**src/rtl/serial_magnitude_comparator.sv**
```systemverilog
// rtl/serial_magnitude_comparator.sv - bit-serial MSB-first magnitude comparator with start/done handshake
// Optional macro: SIGNED_COMPARE_EN (two's-complement operands; only the sign bit resolves inversely)
module serial_magnitude_comparator #(
  parameter int WIDTH = 8
) (
  input  logic             clk,
  input  logic             rst_n,
  input  logic             start,
  input  logic [WIDTH-1:0] a,
  input  logic [WIDTH-1:0] b,
  output logic             busy,
  output logic             done,
  output logic             g,
  output logic             e,
  output logic             l
);

  localparam int IDXW = $clog2(WIDTH);
  localparam logic [IDXW-1:0] LAST = IDXW'(WIDTH - 1);

  typedef enum logic {
    IDLE    = 1'b0,
    COMPARE = 1'b1
  } state_t;

  state_t           state, state_n;
  logic [WIDTH-1:0] a_reg, a_reg_n;
  logic [WIDTH-1:0] b_reg, b_reg_n;
  logic [IDXW-1:0]  index, index_n;
  logic             g_n, e_n, l_n, done_n;

  logic             abit, bbit;
  logic             sign_pos;
  logic             a_wins, b_wins;

  assign abit = a_reg[index];
  assign bbit = b_reg[index];

`ifdef SIGNED_COMPARE_EN
  // A set sign bit means the smaller value, so the MSB decision is swapped.
  assign sign_pos = (index == LAST);
`else
  assign sign_pos = 1'b0;
`endif

  assign a_wins = sign_pos ? (~abit & bbit) : (abit & ~bbit);
  assign b_wins = sign_pos ? (abit & ~bbit) : (~abit & bbit);

  assign busy = (state == COMPARE);

  // State, operand, index and result registers; reset wins over everything.
  always_ff @(posedge clk) begin
    if (!rst_n) begin
      state <= IDLE;
      a_reg <= '0;
      b_reg <= '0;
      index <= LAST;
      g     <= 1'b0;
      e     <= 1'b0;
      l     <= 1'b0;
      done  <= 1'b0;
    end else begin
      state <= state_n;
      a_reg <= a_reg_n;
      b_reg <= b_reg_n;
      index <= index_n;
      g     <= g_n;
      e     <= e_n;
      l     <= l_n;
      done  <= done_n;
    end
  end

  // Next-state logic: accept in IDLE, then walk down the bits until one differs.
  always_comb begin
    state_n = state;
    a_reg_n = a_reg;
    b_reg_n = b_reg;
    index_n = index;
    g_n     = g;
    e_n     = e;
    l_n     = l;
    done_n  = 1'b0;
    unique case (state)
      IDLE: begin
        if (start) begin
          a_reg_n = a;
          b_reg_n = b;
          index_n = LAST;
          state_n = COMPARE;
        end
      end
      COMPARE: begin
        if (a_wins) begin
          g_n = 1'b1; e_n = 1'b0; l_n = 1'b0;
          done_n  = 1'b1;
          state_n = IDLE;
        end else if (b_wins) begin
          g_n = 1'b0; e_n = 1'b0; l_n = 1'b1;
          done_n  = 1'b1;
          state_n = IDLE;
        end else if (index == '0) begin
          g_n = 1'b0; e_n = 1'b1; l_n = 1'b0;
          done_n  = 1'b1;
          state_n = IDLE;
        end else begin
          index_n = index - 1'b1;
        end
      end
      default: state_n = IDLE;
    endcase
  end

endmodule

```
**config.mk**
```make
export PLATFORM = sky130hd
export DESIGN_NAME = serial_magnitude_comparator
export DESIGN_NICKNAME = d
export VERILOG_FILES = /design/src/rtl/serial_magnitude_comparator.sv
export SDC_FILE = /design/constraint.sdc
export NUM_CORES = 1
export LEC_CHECK = 0
export BUFFER_PORTS_ARGS = -buffer_cell sky130_fd_sc_hd__buf_2
export CORE_MARGIN = 2
export CORE_UTILIZATION = 50
export CTS_CLUSTER_SIZE = 20
export DETAILED_ROUTE_END_ITERATION = 12
export PLACE_DENSITY = 0.82
export SLEW_MARGIN = 20
export SYNTH_ARGS = -nofsm -noshare
export SYNTH_HDL_FRONTEND = slang
export SYNTH_SLANG_ARGS = --single-unit
```
**constraint.sdc**
```tcl
create_clock -name clk -period 2.7 [get_ports clk]
set_input_delay 0.405 -clock clk [delete_from_list [all_inputs] [get_ports clk]]
set_output_delay 0.405 -clock clk [all_outputs]
set_load 0.02 [all_outputs]
```
# ---- Yosys cells after proc, flatten, opt, wreduce, memory -nomap -nowiden
# Index checks and enable logic that the tools add are counted.
dict set report totals {
  inputBits 19
  output_inout_bits 5
  reg_bits 24
}
dict set report op_classes {
  eq_ne 4
  n_reduce_logical 6
  n_mux 25
  n_lt_le_gt_ge 1
  bitwise_logic 5
  add_sub_neg 1
}
# op count
set op_table {}
lappend op_table {{1-bit two-way mux} 17}
lappend op_table {{3-bit two-way mux} 4}
lappend op_table {{2-bit != test, second input constant} 4}
lappend op_table {{1-bit binary-select mux with 3-bit select} 2}
lappend op_table {{3-bit one-hot mux with 2 select lines} 1}
lappend op_table {{2-bit AND reduction} 3}
lappend op_table {{3-bit by 4-bit < comparator with 1-bit output, second input constant} 1}
lappend op_table {{4-bit AND reduction} 1}
lappend op_table {{3-bit logical NOT} 1}
lappend op_table {{1-bit NOT} 3}
lappend op_table {{3-bit nonzero test} 1}
lappend op_table {{3-bit by 1-bit subtractor with 3-bit output, second input constant} 1}
lappend op_table {{1-bit bitwise AND} 2}
lappend op_table {{1-bit one-hot mux with 2 select lines} 1}

# ---- Depth between registers and ports, before layout
# Gate-level depths: netlist (run 1).
dict set report depth {
  word_depth 7
  ltp_mapped 8
  ltp_nobuf 7
}

# ---- Worst setup path after synthesis (run 1)
# No wires, ideal clock.
dict set report synth_timing {
  path_kind {reg-to-reg}
  from {reg index[0]}
  to {reg index[0]}
  synth_period_minus_slack_ns 2.110
  path_stages_with_launch 9
  path_buffers 1
  t_required_ns 2.579
  arrival_time_ns 1.990
  setup_slack_ns 0.590
  cell_sequence {dfxtp_1 buf_6 mux4_2 mux2i_1 inv_1 ha_1 nor2_1 nand3_1 mux2_2}
}
dict set report synth_via {
  elab_chain_len 6
}
# element line_no
set synth_rtl {}
lappend synth_rtl {{start: declaration} 29} ;# logic [IDXW-1:0] index, index_n;
lappend synth_rtl {{start signal: assignment} 66} ;# index <= index_n;
lappend synth_rtl {{1-bit binary-select mux with 3-bit select} 37} ;# assign bbit = b_reg[index];
lappend synth_rtl {{1-bit two-way mux (not written as such)} 37}
lappend synth_rtl {{1-bit NOT} --}
lappend synth_rtl {{1-bit bitwise AND (*)} --}
lappend synth_rtl {{via a_wins} 34} ;# logic a_wins, b_wins;
lappend synth_rtl {{2-bit != test (no source line) (*)} --}
lappend synth_rtl {{4-bit AND reduction (no source line) (*)} --}
# The timed path passes the listed nets; every way through them passes the cells marked *. The select of a mux whose other input is x is not followed.
# A chain may end at the register's enable or synchronous reset.

# ---- Final worst setup path (run 1)
dict set report layout_timing {
  from {reg index[0]}
  to {reg index[1]}
}
# The elaborated chain is that of the path after synthesis.

==> results, run 1 <==
- The run finished with clean final reports.
- The final design utilization is 59.57%.
- The maximum number of pins on one net before global-route repair is 29.
- Setup violations remaining at the end of the flow were counted as 0.
- The count of instances resized after the clock tree is built is 0.
- The area added between synthesis and finish is 15.03%.
- The worst setup path is captured at a register.
- The number of global-route vias before repair is 843.
- In the final routed layout, each cell accounts on average for 11.24 µm.
- The class of the worst hold path is in2reg.
- The total power per unit cell area is 576.8 nW/µm².
- The number of instances in the synthesized netlist is 125.
- The clock drives 24 sinks.
- The first detailed-routing pass ran for 4 iterations.
- Ranked by total cell area, the synthesized netlist is headed by sky130_fd_sc_hd__dfxtp_1 (43%), sky130_fd_sc_hd__nand2_1 (13%), sky130_fd_sc_hd__a21boi_0 (11%), sky130_fd_sc_hd__mux4_2 (8.0%), sky130_fd_sc_hd__ha_1 (5.6%).
- The length in cells of the worst reg-to-reg path is 7.
- On the critical path, the stage with the largest delay is an instance of sky130_fd_sc_hd__mux4_2.
- The number of max-slew violations in the final report was 0.
- The fraction of final layout cells with drive strength greater than 1 is 24.14%.
- The initial utilization of the core area, before any placement, comes to 51.79%.
- Of all nets on the critical path, the largest fanout is 6.
- TritonCTS built the clock tree.
- The mapped cell area is 1124 µm².
- The number of levels in the clock H-tree is 1.
- In this run the deepest clock path goes through 2 buffers.
- The maximum clock rate is 413.3 MHz.
- The count of unique library cells instantiated by Yosys is 22.
- Once detail routing completed, the nets flagged for antenna violations numbered 0.
- The clock latency reported for the late side of the worst-skew pair is 0.31 ns.
- The count of buffers added on input and output ports is 23.
- In the global route stage, overall resource usage came out at 17.54%.
- The highest metal layer carrying signal wires in the routed design is met4.
- The total CTS buffers is 3.
- In the final design database the tool counted 170 nets.
- The post-route total power is 745.5 µW.
- The die covers 2642 µm².
- After detailed routing, the met3 layer carries 62 µm of wire.
- The worst hold path passes through 3 cells.
- The signal arrival time at the worst endpoint is 2.64 ns.
- The I/O pin count is 24.
- The number of nets in the synthesized netlist is 149.
- For the pin with the worst max-slew slack, the measured transition is 0.6975 ns.
- The HPWL after detailed placement is 1430 µm.
- For this run, the number of Yosys warnings is 0.
- The critical path in this run is classified as reg2reg.
- The number of violations of the max-capacitance limit is 0.
- The remaining design rule violation count is 0.
- The root buffer selected by CTS is sky130_fd_sc_hd__clkbuf_4.
- The number of design-rule violations left by the first detailed-router iteration is 13.
- Using the TritonRoute via totals, the vias-per-cell ratio works out to 5.098.
- In the finished design, the share of the clock period the worst path needs comes to 89.60%.
- The initial antenna violation count is 0.
- In the detailed route, the total length drawn on met2 is 967 µm.
- For this run, the slowest stage of the critical path takes 0.54 ns.
- The initialized floorplan defines 17 standard-cell rows.
- The number of synthesized flops with an enable pin is 0.
- Setup repair after global routing left no endpoint under its margin.
- After clock tree synthesis, the clock-pin slew on the worst setup and hold paths is 0.13 ns.
- The post-synthesis async set-or-reset flop share is 0%.
- sky130_fd_sc_hd__dfxtp_1 takes more of the synthesized area than any other cell.
- Summed over all cells, the static leakage comes to 0.5805 nW.
- The post-synthesis sequential area ratio is 42.76%.
- The most common cell in the synthesized netlist is sky130_fd_sc_hd__nand2_1.
- The clock arrives with 0.007113 ns of skew.
- Across the VDD grid, the largest voltage drop is 0.3517 mV.
- The number of endpoints with negative hold slack in the final report is 0.
- The time the worst path needs with I/O delays and setup is 2.419 ns.
- The worst slew margin relative to its limit is 53.50%.
- In this run the vertical extent of the chip is 51.41 µm.
- The first-pass GRT wire length is 3429 µm.
- The number of setup buffers added after CTS is 0.
- The final estimated routing congestion in global placement is 0.7478.
- Of the post-synthesis cell area, the dominant cell type holds 42.76%.
- After synthesis, the mean cell area works out to 8.989 µm².
- The hold buffer count at cts is 0.
- The final layout contains routed wiring with a total length of 1944 µm.
- The detailed router placed 882 vias in this run.
- Among all flip-flop cells after synthesis, the most frequent one is sky130_fd_sc_hd__dfxtp_1.
- By count the netlist is led by sky130_fd_sc_hd__nand2_1 (40), sky130_fd_sc_hd__dfxtp_1 (24), sky130_fd_sc_hd__a21boi_0 (16).
- The critical path goes through mux4_2 -> mux2i_1 -> inv_1 -> ha_1 -> nor2_1 -> nand3_1 -> mux2_2.
- STA classifies the critical path startpoint as a register.
- The diode insertion count for antenna repair is 0.
- The detailed router put a total of 858 µm of wire on met1.
- The remaining global-route overflow is 0.
- Data on the critical path is required at its endpoint by 2.92 ns.
- The number of storage elements in the synthesis netlist is 24.
- In the final timing run, aggregate negative setup slack is 0 ns.
- The total core area is 2170 µm².
- The chip width is 51.41 µm.
-- placed cells by master, fill, tap and decap left out, drive strengths merged, types with 3 or more instances in the layout --
master,n
nand2,40
ha,5
nand3,3
inv,5
mux4,4
dfxtp,24
nor2,3
a21boi,17
buf,24
clkbuf,3
mux2i,4
-- area by class of cell --
cell class,instances,area [µm²]
fillers,192,877.1
multi-input cells,88,583.1
flip-flops and latches,24,480.5
repair buffers,24,122.6
well taps,28,35.03
clock inverters,1,30.03
clock buffers,3,22.52
inverters,5,18.77
-- report_power, final --
group | internal, mW | leakage, nW | switching [mW]
Clock | 0.150 | 0.0279 | 0.107
Sequential | 0.374 | 0.196 | 0.0152
Combinational | 0.0474 | 0.356 | 0.0522
Total | 0.571 | 0.580 | 0.174
-- cell families after synthesis --
family | count (synthesis) | share of synthesized area [%]
and+or+nand+nor | 51 | 18.48
buffers and inverters | 13 | 5.345
muxes | 10 | 13.59
adders and majority gates | 5 | 5.568
AOI/OAI and AO/OA | 22 | 14.25
DFF | 24 | 42.76
-- stage by stage --
| stage | setup WS, ns | instance area, µm² | std cells | hold WS [ns] |
|---|---|---|---|---|
| 2_1_floorplan | 0.5896 | 1124 | 125 | 0.4319 |
| 5_1_grt | 0.04919 | 1292 | 173 | 0.3050 |
| 6_report | 0.2807 | 1292 | 173 | 0.3183 |
| 3_3_place_gp | 0.4229 | 1240 | 169 | 0.4429 |
| 4_1_cts | 0.2562 | 1292 | 173 | 0.3079 |
| 3_5_place_dp | 0.2825 | 1240 | 169 | 0.4500 |
-- critical path, delay by kind of cell (launching register included) --
kind,cells,cell delay (ns)
simple gates,2,0.37
buf+inv,1,0.08
fa+ha+maj,1,0.23
mux,3,1.11
flops,1,0.53
-- per-layer routing --
metal / up-vias / GRT usage (%)
met5: - / 0
met2: 17 / 29.91
met4: 0 / 9.649
met1: 404 / 20.41
li1: 455 / -
met3: 6 / 3.509
-- final timing paths --
| kind | start | end | slack (ns) |
|---|---|---|---|
| worst max-delay path | index[0] | index[1] | 0.28 |
| worst min-delay path | b[3] | b_reg[3] | 0.32 |
| worst max register to register | index[0] | index[1] | 0.28 |
| worst min register to register | g | g | 0.47 |
No activity file was read; power rests on OpenSTA's default activity.
==> run 2: changes to the inputs <==
--- a/config.mk
+++ b/config.mk
@@ -10,6 +10,7 @@
 export CORE_UTILIZATION = 50
 export CTS_CLUSTER_SIZE = 20
 export DETAILED_ROUTE_END_ITERATION = 12
+export GPL_TIMING_DRIVEN = 0
 export PLACE_DENSITY = 0.82
 export SLEW_MARGIN = 20
 export SYNTH_ARGS = -nofsm -noshare
==> run 2 against run 1 <==
Compared with the run above:
- setup slack improved by 0.036 ns
- clock-buffer cell count increased by 1
- non-clock buffer count increased by 6
- clock skew decreased by 0.0032 ns
- combinational power increased by 10%
- die area unchanged
- largest power group unchanged
==> results, run 2 (synthesis results as in run 1) <==
- The flow ran to the end, and the final reports show no timing, DRC or antenna violations.
- The number of design-rule violations left by the first detailed-router iteration is 10 (-3).
- The worst clock skew is 0.003883 ns (-0.003230 ns).
- STA classifies the critical path endpoint as a register.
- The final design utilization is 60.15% (+0.58 points).
- The placed cell area is 1269 µm² (+2.3%).
- The worst slew margin relative to its limit was 70.77% (+17 points).
- The number of standard cells in the layout, taps in and fillers out was 179 (+3.5%).
- The full die area was 2642 µm² (unchanged).
- Traced cell by cell, the critical path runs through buf_6 -> mux4_2 -> mux2i_1 -> inv_1 -> ha_1 -> nor2_1 -> nand3_1 -> mux2_2.
- The post-route total power is 683.7 µW (-8.3%).
- The clock latency reported for the late side of the worst-skew pair is 0.31 ns (about the same).
- The half-perimeter wire length after detailed placement is 1561 µm (+9.2%).
- The hold buffer count at cts is 0 (unchanged).
- The total number of clock tree sinks is 24 (unchanged).
- The remaining design rule violation count is 0 (unchanged).
- The filler cell count in the final layout came to 222 (+16%).
- The required time of the worst setup path is 2.92 ns (about the same).
- The number of violations of the max-capacitance limit is 0 (unchanged).
- The clock transition time at the flip-flop clock pins of the worst setup and hold paths came to 0.12 ns (about the same).
- The net total in the final layout came to 176 (+3.5%).
- The effective utilization at floorplan is 51.79% (unchanged).
- The area added between synthesis and finish is 16.15%.
- The post-placement worst setup slack is 0.3825 ns (+0.09997 ns).
- The detailed-route wire length on metal 1 is 928 µm (+8.2%).
- The number of levels in the clock H-tree was 1 (unchanged).
- The time the worst path needs with I/O delays and setup was 2.384 ns (-0.03566 ns).
- The final sum of negative setup slack was 0 ns (unchanged).
- The quantity of I/O buffers inserted on ports is 22 (-4.3%).
- The remaining global-route overflow is 0 (unchanged).
- The total power per unit cell area was 523.9 nW/µm² (-9.2%).
- The average routed wire per standard cell is 11.59 µm (+3.1%).
- The setup violation total in the final timing report is 0 (unchanged).
- The fraction of final layout cells with drive strength greater than 1 is 24.50% (+0.37 points).
- The stage delay of the slowest cell on the critical path came to 0.50 ns (-0.04 ns).
- The most common library cell in the layout ignoring fill and taps is sky130_fd_sc_hd__nand2_1.
- The flop-to-flop setup slack is 0.32 ns (+0.04 ns).
- Setup repair after global routing left no endpoint under its margin.
- The cell with the largest stage delay on the worst path is sky130_fd_sc_hd__mux4_2.
- The reported leakage power is 0.5875 nW (+1.2%).
- The total area of sequential cells came to 480.5 µm² (unchanged).
- The worst-case clock buffer depth is 2 (unchanged).
- The first-pass GRT wire length is 3622 µm (+5.6%).
- The remaining antenna violation count after routing is 0 (unchanged).
- The iteration count of the initial detailed-routing pass is 4 (unchanged).
- The number of setup buffers added after CTS came to 0 (unchanged).
- The maximum number of pins on one net before global-route repair was 14 (-52%).
- The class of the worst hold path is in2reg.
- The highest fanout seen on the critical path was 6 (unchanged).
- The count of standard-cell rows is 17 (unchanged).
- The setup slack after layout is 0.3163 ns (+0.03566 ns).
- The number of vias per cell after detailed routing came to 4.989 (-2.1%).
- The post-route standard cell area excluding fillers was 1305 µm² (+0.97%).
- The final estimated routing congestion in global placement was 0.7865 (+5.2%).
- The number of max-slew violations in the final report is 0 (unchanged).
- The multi-input gate area in the final layout is 583.1 µm² (unchanged).
- The signal arrival time at the worst endpoint is 2.60 ns (-0.04 ns).
- The worst setup path is launched from a register.
- TritonCTS built the clock tree.
- The number of global-route vias before repair is 880 (+4.4%).
- The maximum clock rate is 419.5 MHz (+1.5%).
- In the layout the commonest cells are sky130_fd_sc_hd__nand2_1 (40), sky130_fd_sc_hd__buf_2 (24), sky130_fd_sc_hd__dfxtp_1 (24).
- The maximum vdd drop is 0.3153 mV (-10%).
- The chip width is 51.41 µm (unchanged).
- The die outline height is 51.41 µm (unchanged).
- The total vias in the final route is 893 (+1.2%).
- The length of routed met2 wiring is 1037 µm (+7.2%).
- The routed length on met3 is 83 µm (+34%).
- The number of endpoints with negative hold slack in the final report is 0 (unchanged).
- The initial antenna violation count came to 0 (unchanged).
- The root buffer selected by CTS is sky130_fd_sc_hd__clkbuf_4.
- The measured slew at the worst slew-check pin came to 0.4385 ns (-0.2590 ns).
- The global-route total usage across every layer is 18.38% (+0.84 points).
- The final routed wirelength across all metal layers is 2074 µm (+6.7%).
- The placed cell count is 175 (+3.6%).
- The count of instances resized after the clock tree is built is 0 (unchanged).
- The diode insertion count for antenna repair came to 0 (unchanged).
- The total core area is 2170 µm² (unchanged).
- The ratio of final minimum period to clock period is 88.28% (-1.3 points).
- The category of the most critical setup path is reg2reg.
- Signal routing reaches up to met4.
- The tightest hold margin was 0.3171 ns (-0.001207 ns).
- The total CTS buffers is 3 (unchanged).
- The I/O pin count is 24 (unchanged).
==> run 2: cell count changes in the layout (fill, tap and decap cells not counted), sizes merged <==
cell,previous run,this run
buf,24,25
bufinv,1,0
clkbuf,3,9
==> run 2: path summary, 6_finish.rpt <==
path,start,end,cells after the start
worst min-delay path,a[7],a_reg[7],3
worst max-delay path,index[0],index[0],8
worst min register to register,a_reg[7],a_reg[7],2
worst max register to register,index[0],index[0],8
==> run 2: layout make-up <==
class / count / share of cell area, %
timing repair buffer: 22 / 8.437
sequential: 24 / 36.82
inverter: 5 / 1.438
buffer: 8 / 3.164
clock buffer: 4 / 2.780
tap: 28 / 2.685
multi-input combinational: 88 / 44.68
==> run 2: layer usage <==
layer  track usage [%]  vias up
met5                 0        -
met4             8.333        0
met3             4.094        4
met2             31.62       18
met1             21.64      405
li1                  -      466
==> run 2: power by group <==
part	internal (mW)	switching, mW	total, mW
sequential	0.374	0.0118	0.386
clock	0.0824	0.106	0.189
combinational	0.0518	0.0578	0.110
total	0.508	0.176	0.684
==> run 2: worst max-delay path, delay by kind of cell (launching register included) <==
family        cells  cell delay [ns]
fa+ha+maj         1             0.24
buf+inv           2             0.22
flops             1             0.36
mux               3             1.10
simple gates      2             0.36
